## src/rtl/idct_transpose_mem_if.sv

```systemverilog
// idct_transpose_mem_if: data/control bundle between a row IDCT pass and the transpose buffer.
// Carries no state and adds no latency; there is no backpressure, because enable alone gates each transfer.
// Signals: data_write, enable and mode go into the buffer; data_read, tmpmode and readenable come back out.
interface idct_transpose_mem_if #(
  parameter int DATA_W = 16
);
  logic [DATA_W-1:0] data_write;
  logic              enable;
  logic              mode;
  logic [DATA_W-1:0] data_read;
  logic              tmpmode;
  logic              readenable;

  // master: the side that drives coefficients and control (the row pass or a testbench).
  modport master (
    output data_write, enable, mode,
    input  data_read, tmpmode, readenable
  );

  // slave: the transpose buffer itself.
  modport slave (
    input  data_write, enable, mode,
    output data_read, tmpmode, readenable
  );
endinterface

```

## src/rtl/idct_transpose_mem.sv

```systemverilog
// idct_transpose_mem: DIM x DIM transpose buffer. Row-major words go in; column-major words come out.
// Latency: data_read, readenable and tmpmode are registered and appear one cycle after the read edge.
// No backpressure: the buffer accepts or returns one word on every enabled cycle; enable=0 stalls everything.
// Ports:
//   clk, rst      - rising-edge clock and synchronous active-high reset. Reset clears the whole array.
//   bus (slave)   - data_write/enable/mode in, data_read/tmpmode/readenable out.
// Optional feature: define TRANSPOSE_EN to read in transposed (column-major) order.
// Without it, reads are row-major and the block works as a plain replay buffer.
module idct_transpose_mem #(
  parameter int DATA_W = 16,
  parameter int DIM    = 8   // must be a power of two, >= 2
) (
  input  logic                 clk,
  input  logic                 rst,
  idct_transpose_mem_if.slave  bus
);

  localparam int LOG   = $clog2(DIM);
  localparam int AW    = 2 * LOG;
  localparam int DEPTH = DIM * DIM;

  logic [DATA_W-1:0] r_mem [DEPTH];
  logic [AW-1:0]     r_wr_cnt;
  logic [AW-1:0]     r_rd_cnt;
  logic              r_prev_mode;
  logic [DATA_W-1:0] r_data_read;
  logic              r_readenable;
  logic              r_tmpmode;

  logic [AW-1:0]     w_wr_idx;
  logic [AW-1:0]     w_rd_idx;
  logic [AW-1:0]     w_rd_addr;

  // The first cycle after a phase change starts at index 0. The counter of the new phase
  // has already been cleared by the other phase, and prev_mode makes that explicit here.
  // An enable gap leaves prev_mode unchanged, so a gap never restarts a phase.
  assign w_wr_idx = r_prev_mode ? '0 : r_wr_cnt;
  assign w_rd_idx = r_prev_mode ? r_rd_cnt : '0;

`ifdef TRANSPOSE_EN
  // Swap the column and row fields of the read index. This walks the block column by column.
  assign w_rd_addr = {w_rd_idx[LOG-1:0], w_rd_idx[AW-1:LOG]};
`else
  assign w_rd_addr = w_rd_idx;
`endif

  always_ff @(posedge clk) begin
    if (rst) begin
      for (int i = 0; i < DEPTH; i++) begin
        r_mem[i] <= '0;
      end
      r_wr_cnt     <= '0;
      r_rd_cnt     <= '0;
      r_prev_mode  <= 1'b0;
      r_data_read  <= '0;
      r_readenable <= 1'b0;
      r_tmpmode    <= 1'b0;
    end else begin
      r_readenable <= bus.enable & bus.mode;
      r_tmpmode    <= bus.mode;
      if (bus.enable) begin
        r_prev_mode <= bus.mode;
        if (!bus.mode) begin
          r_mem[w_wr_idx] <= bus.data_write;
          r_wr_cnt        <= w_wr_idx + AW'(1);
          r_rd_cnt        <= '0;
        end else begin
          r_data_read <= r_mem[w_rd_addr];
          r_rd_cnt    <= w_rd_idx + AW'(1);
          r_wr_cnt    <= '0;
        end
      end
    end
  end

  assign bus.data_read  = r_data_read;
  assign bus.readenable = r_readenable;
  assign bus.tmpmode    = r_tmpmode;

endmodule

```

## src/flat_wrapper.sv

```systemverilog
// flat-port wrapper written by rule: the top's interface ports become plain ports
module idct_transpose_mem_flat 
#(
  parameter int DATA_W = 16,
  parameter int DIM    = 8                                  
)
  (clk, rst, bus_data_write, bus_enable, bus_mode, bus_data_read, bus_tmpmode, bus_readenable);
  idct_transpose_mem_if #(.DATA_W(DATA_W)) bus_i ();
  input  logic clk;
  input  logic rst;
  input wire logic [$bits(bus_i.data_write)-1:0] bus_data_write;
  input wire logic [$bits(bus_i.enable)-1:0] bus_enable;
  input wire logic [$bits(bus_i.mode)-1:0] bus_mode;
  output wire logic [$bits(bus_i.data_read)-1:0] bus_data_read;
  output wire logic [$bits(bus_i.tmpmode)-1:0] bus_tmpmode;
  output wire logic [$bits(bus_i.readenable)-1:0] bus_readenable;
  assign bus_i.data_write = bus_data_write;
  assign bus_i.enable = bus_enable;
  assign bus_i.mode = bus_mode;
  assign bus_data_read = bus_i.data_read;
  assign bus_tmpmode = bus_i.tmpmode;
  assign bus_readenable = bus_i.readenable;
  idct_transpose_mem #(.DATA_W(DATA_W), .DIM(DIM)) u_core (.clk(clk), .rst(rst), .bus(bus_i));
endmodule
```

## config.mk

```make
export PLATFORM = sky130hd
export DESIGN_NAME = idct_transpose_mem_flat
export DESIGN_NICKNAME = d
export VERILOG_FILES = /design/src/rtl/idct_transpose_mem_if.sv /design/src/rtl/idct_transpose_mem.sv /design/src/flat_wrapper.sv
export SDC_FILE = /design/constraint.sdc
export NUM_CORES = 2
export LEC_CHECK = 0
export BUFFER_PORTS_ARGS = -buffer_cell sky130_fd_sc_hd__buf_2
export CAP_MARGIN = 20
export CORE_UTILIZATION = 35
export DETAILED_ROUTE_END_ITERATION = 8
export PLACE_DENSITY_LB_ADDON = 0.3
export SLEW_MARGIN = 10
export SYNTH_ARGS = -nofsm -noshare
export SYNTH_HDL_FRONTEND = slang
export SYNTH_SLANG_ARGS = --single-unit
```

## constraint.sdc

```tcl
create_clock -name clk -period 4.3 [get_ports clk]
set_input_delay 1.075 -clock clk [delete_from_list [all_inputs] [get_ports clk]]
set_output_delay 1.075 -clock clk [all_outputs]
set_load 0.05 [all_outputs]
```

* Word level (Yosys, flattened, before mapping)
Memory sizes are Yosys's and may differ from the RTL's. A register that Yosys moved wholly into a read port is not among the register bits.
Index checks and enable logic that the tools add are counted.
** Storage, ports and cells
- Memories :: 1
- Input port bits :: 20
- Word-level logic and storage cells :: 24
- Output and inout port bits :: 18
- Memory bits (writable) :: 1024
- Register bits :: 15
** Memory list
- u_core.r_mem :: words 64, width 16, read ports 1, clocked after Yosys merged registers in 1, wr ports 64, line idct_transpose_mem.sv:22 : logic [DATA_W-1:0] r_mem [DEPTH];
** Cells by class
- Bitwise logic cells :: 1
- Reductions and logical operators :: 2
- Add/subtract/negate cells :: 2
- Muxes and demuxes :: 13
** Operators by type and width (number)
- $mux 6 :: 5
- $mux 16 :: 1
- $reduce_or 16->1 :: 1
- $add 6x1->6 const B :: 2
- $mux 1 :: 7
- $reduce_and 2->1 :: 1
- $and 1x1->1 :: 1

* Depth between registers and ports, before layout
- Word-level depth :: 6
- Gate-level depth with buffers :: 12
- Gate-level depth less buffers :: 7

* Worst setup path before layout
Ideal clock, no wire load.
- Path type :: in2reg
- Start :: input bus_enable
- End :: memory u_core.r_mem[10][0] (enable)
- Cell stages on the path :: 6
- Path slack :: 0.814 ns
- Buffers on the path :: 2
- Library setup time :: 0.411 ns
- Arrival time :: 3.075 ns
- Required time :: 3.889 ns
- Cells stage by stage :: inv_2 -> nor3_4 -> buf_6 -> nand3_1 -> buf_2 -> o21ai_0
** RTL lines
- from (decl) :: line flat_wrapper.sv:12 : input wire logic [$bits(bus_i.enable)-1:0] bus_enable;
- to (decl) :: line idct_transpose_mem.sv:22

* Worst setup path in the final report
- Start :: register u_core.r_rd_cnt[2]
- End :: register u_core.r_data_read[0] (netlist: u_core.bus.data_read[0]), read port of u_core.r_mem
** On the way
- Cells in the longest elaborated chain, start to end :: 1
** RTL lines
- from (decl) :: line idct_transpose_mem.sv:24 : logic [AW-1:0] r_rd_cnt;
- from (signal assigned) :: line idct_transpose_mem.sv:69 : r_rd_cnt <= w_rd_idx + AW'(1);
- $mux 6 :: line idct_transpose_mem.sv:38 : assign w_rd_idx = r_prev_mode ? r_rd_cnt : '0;
- to (decl) :: line idct_transpose_mem.sv:26 : logic [DATA_W-1:0] r_data_read;
Every way passes these cells.
A chain may end at the register's enable or synchronous reset.

==> metrics.yaml <==
status:
  outcome: "finished, final reports clean"
grt:
  grt_pass1_vias: 30400
  track_usage_pct: 20.7
  overflow: 0
  grt_max_degree: 135
  grt_pass1_wl_mm: 219
  antenna_found_initial: 10
detailed_routing:
  ant_nets: 0
  drc: 0
  vias: 30900
  drt-initial-drc-count: 3320
  routed_wl_mm: 152
  dr.pass1.iters: 5
  vias_per_cell: 5.40
  routedWlPerCell_um: 26.6
sta:
  setup_viol: 0
  hold_viol_final: 0
  fmax_mhz: 259
  setup_tns_ps: 0
  drv_slew: 0
  relSlewSlack_pct: 17.0
  finalCritPeriodShare_pct: 89.9
  worstMarginPinSlew_ps: 1210
  rsz0062_at_grt: "no"
  period_needed_ps: 3870
  fin_ws_ps: 434
  fin_skew_ps: 36.9
worst_setup_path:
  ff2ff_path_depth: 6
  slowest_delay_ps: 1090
  critPathRequiredTime_ps: 4870
  worst_setup_path_end_kind: "flop"
  setup.worst_path.end: "u_core.bus.data_read[0]"
  crit_start: "u_core.r_rd_cnt[2]"
  timing.rr.end: "u_core.bus.data_read[0]"
  reg2reg_from: "u_core.r_rd_cnt[2]"
  crit_chain: "buf_4, mux4_2, nand2_1, o21ai_0, a2111oi_0, nor4_1"
  worstPathMaxFanout: 56
  startpoint_type: "flop"
  slowest_stage: "a2111oi_0"
  cp.arrival_ps: 4430
  critPathKind: "reg -> reg"
  ff2ff_setup_slack_ps: 430
synthesis:
  synth_area_um2: 50100
  syn_inst: 3742
  ys_ff_latch: 1055
  synth_top_flop_cell: "edfxtp_1"
  synth_cell_types: 73
  synth-edff-count: 1024
  async_reset_ff_share_pct: 0
  ys_warn_count: 0
  ys_seq_area_share_pct: 62.6
  syn_area_per_cell_um2: 13.4
  synth_nets: 3764
clock_tree:
  clk_latency_ps: 740
  htreeDepth: 3
  clk_pin_slew_ps: 60
  cts_resized: 0
  cts_buffers: 113
  cts_setup_buffers: 0
  cts_hold_buf: 0
  cts-root-buf: "clkbuf_16"
  clk_path_buf_depth: 3
  cts_tree: "yes"
  clock_sinks: 1055
floorplan:
  num_rows: 138
  initial_core_util_pct: 35.3
  core_um2: 142000
  die_x_um: 380
  pin_count: 38
  die-height_um: 380
  die-area_um2: 145000
placement:
  dpl_cell_area_um2: 52500
  place_hpwl_mm: 95.4
  pre_cts_ws_ps: 546
  gp_congestion: 0.934
  port_buffers: 37
finish:
  layout-drive-gt1-share_pct: 17.9
  finalNetCount: 3759
  design_area_um2: 56000
  layout-area-overhead-vs-synth_pct: 11.7
  nFillCells: 13100
power_and_ir_drop:
  peakVddDrop_mv: 0.316
  power_density_nw_per_um2: 398
  p_leak_nw: 19.9
min_path:
  hp-class: "reg -> reg"
job:
  maxCapViolations: 0
## synth_stat cells, types with 16 or more instances
cell type | n | area [µm²]
and2_1 | 1044 | 6530
edfxtp_1 | 1024 | 30700
clkbuf_1 | 192 | 721
mux2_2 | 144 | 1620
nor2_1 | 128 | 480
o21ai_0 | 127 | 636
buf_2 | 89 | 445
mux2i_1 | 76 | 761
mux4_2 | 73 | 1640
a211oi_1 | 71 | 533
nand2_1 | 70 | 263
o22ai_1 | 66 | 413
a21oi_1 | 55 | 275
buf_6 | 32 | 360
nand2b_1 | 32 | 200
dfxtp_1 | 31 | 621
o221ai_1 | 30 | 263
a2111oi_0 | 25 | 219
buf_4 | 25 | 188
and3_1 | 23 | 144
a221oi_1 | 21 | 184
nor2_2 | 21 | 131
nand3b_1 | 20 | 150
buf_1 | 19 | 71.3
a21o_1 | 18 | 135
nor4_1 | 18 | 113
a2bb2oi_1 | 17 | 149
nor2b_1 | 16 | 100
or2_2 | 16 | 100
## power by group
group | switching [W] | total [W] | internal, W
Clock | 0.00413 | 0.00926 | 0.00513
Combinational | 0.000889 | 0.00126 | 0.000374
Sequential | 0.000153 | 0.0118 | 0.0116
Total | 0.00517 | 0.0223 | 0.0171
## worst min-delay path by stage
stage	to	startpoint	slack, ps	depth (start not counted)
after floorplan	u_core.r_wr_cnt[5]	u_core.r_wr_cnt[5]	500	1
after detailed placement	u_core.r_wr_cnt[5]	u_core.r_wr_cnt[5]	530	1
final	u_core.r_wr_cnt[5]	u_core.r_wr_cnt[5]	550	1
after global placement	u_core.r_wr_cnt[5]	u_core.r_wr_cnt[5]	520	1
after CTS	u_core.r_wr_cnt[5]	u_core.r_wr_cnt[5]	540	1
after global routing	u_core.r_wr_cnt[5]	u_core.r_wr_cnt[5]	580	2
## cells by family after synthesis
logic type | after synthesis | share of synthesized area, %
and+or+nand+nor | 1452 | 17.6
DFF | 1055 | 62.6
AOI/OAI and AO/OA | 559 | 7.88
buffers and inverters | 379 | 3.78
muxes | 295 | 8.10
adders and majority gates | 2 | 0.0500
## sequential cells by signal, summed over array words and instances, names as in the netlist
name                   count
u_core.r_prev_mode         1
u_core.bus.data_read      16
u_core.r_rd_cnt            6
u_core.bus.readenable      1
u_core.bus.tmpmode         1
u_core.r_mem            1024
u_core.r_wr_cnt            6
## cell usage in the layout, fill, tap and decap left out, drive strengths merged, types with 16 or more instances in the layout
| cell type | instances |
|---|---|
| nor2b | 16 |
| a221oi | 21 |
| a2111oi | 25 |
| a2bb2oi | 17 |
| nand2b | 32 |
| edfxtp | 1024 |
| nand3 | 17 |
| dfxtp | 31 |
| nor4 | 18 |
| nand3b | 21 |
| and3 | 23 |
| a21oi | 56 |
| a211oi | 71 |
| buf | 249 |
| mux2i | 76 |
| mux4 | 73 |
| clkbuf | 136 |
| o21ai | 133 |
| mux2 | 146 |
| a21o | 19 |
| clkinv | 63 |
| and2 | 1044 |
| o221ai | 30 |
| or2 | 16 |
| nand2 | 71 |
| o22ai | 66 |
| nor2 | 150 |
## layout make-up
class	count	area (µm²)	share of cell area (%)
inverter	10	40.0	0.0715
clock buffer	136	2940	5.25
timing repair buffer	249	1890	3.39
clock inverter	71	493	0.881
multi-input combinational	2308	16800	30.1
antenna	8	20.0	0.0358
sequential	1055	31400	56.1
tap	1890	2360	4.23
## worst max-delay path, delay by kind of cell (launching register included)
kind	cells	cell delay [ps]
DFF	1	1040
muxes	1	610
AOI/OAI and AO/OA	2	1230
buffers and inverters	1	550
and+or+nand+nor	2	240
## per-stage QoR
| stage | hold slack [ps] | power [W] | std cells | utilization (%) |
|---|---|---|---|---|
| 3_3_place_gp | 524 | 0.0132 | 5512 | 37.0 |
| 3_5_place_dp | 528 | 0.0132 | 5512 | 37.0 |
| 6_report | 545 | 0.0223 | 5727 | 39.5 |
| 2_1_floorplan | 498 | 0.0127 | 3742 | - |
| 5_1_grt | 579 | 0.0229 | 5719 | 39.5 |
| 4_1_cts | 536 | 0.0224 | 5719 | 39.5 |
## routing by layer
metal  vias up  track usage (%)  wire length [µm]
li1      13800                -                 -
met2      1203             32.7             70700
met5         -            0.463               116
met3       241             3.94             11300
met1     15700             28.4             64700
met4         6             7.01              5190
Note: power is estimated with default switching activity, not from simulation.
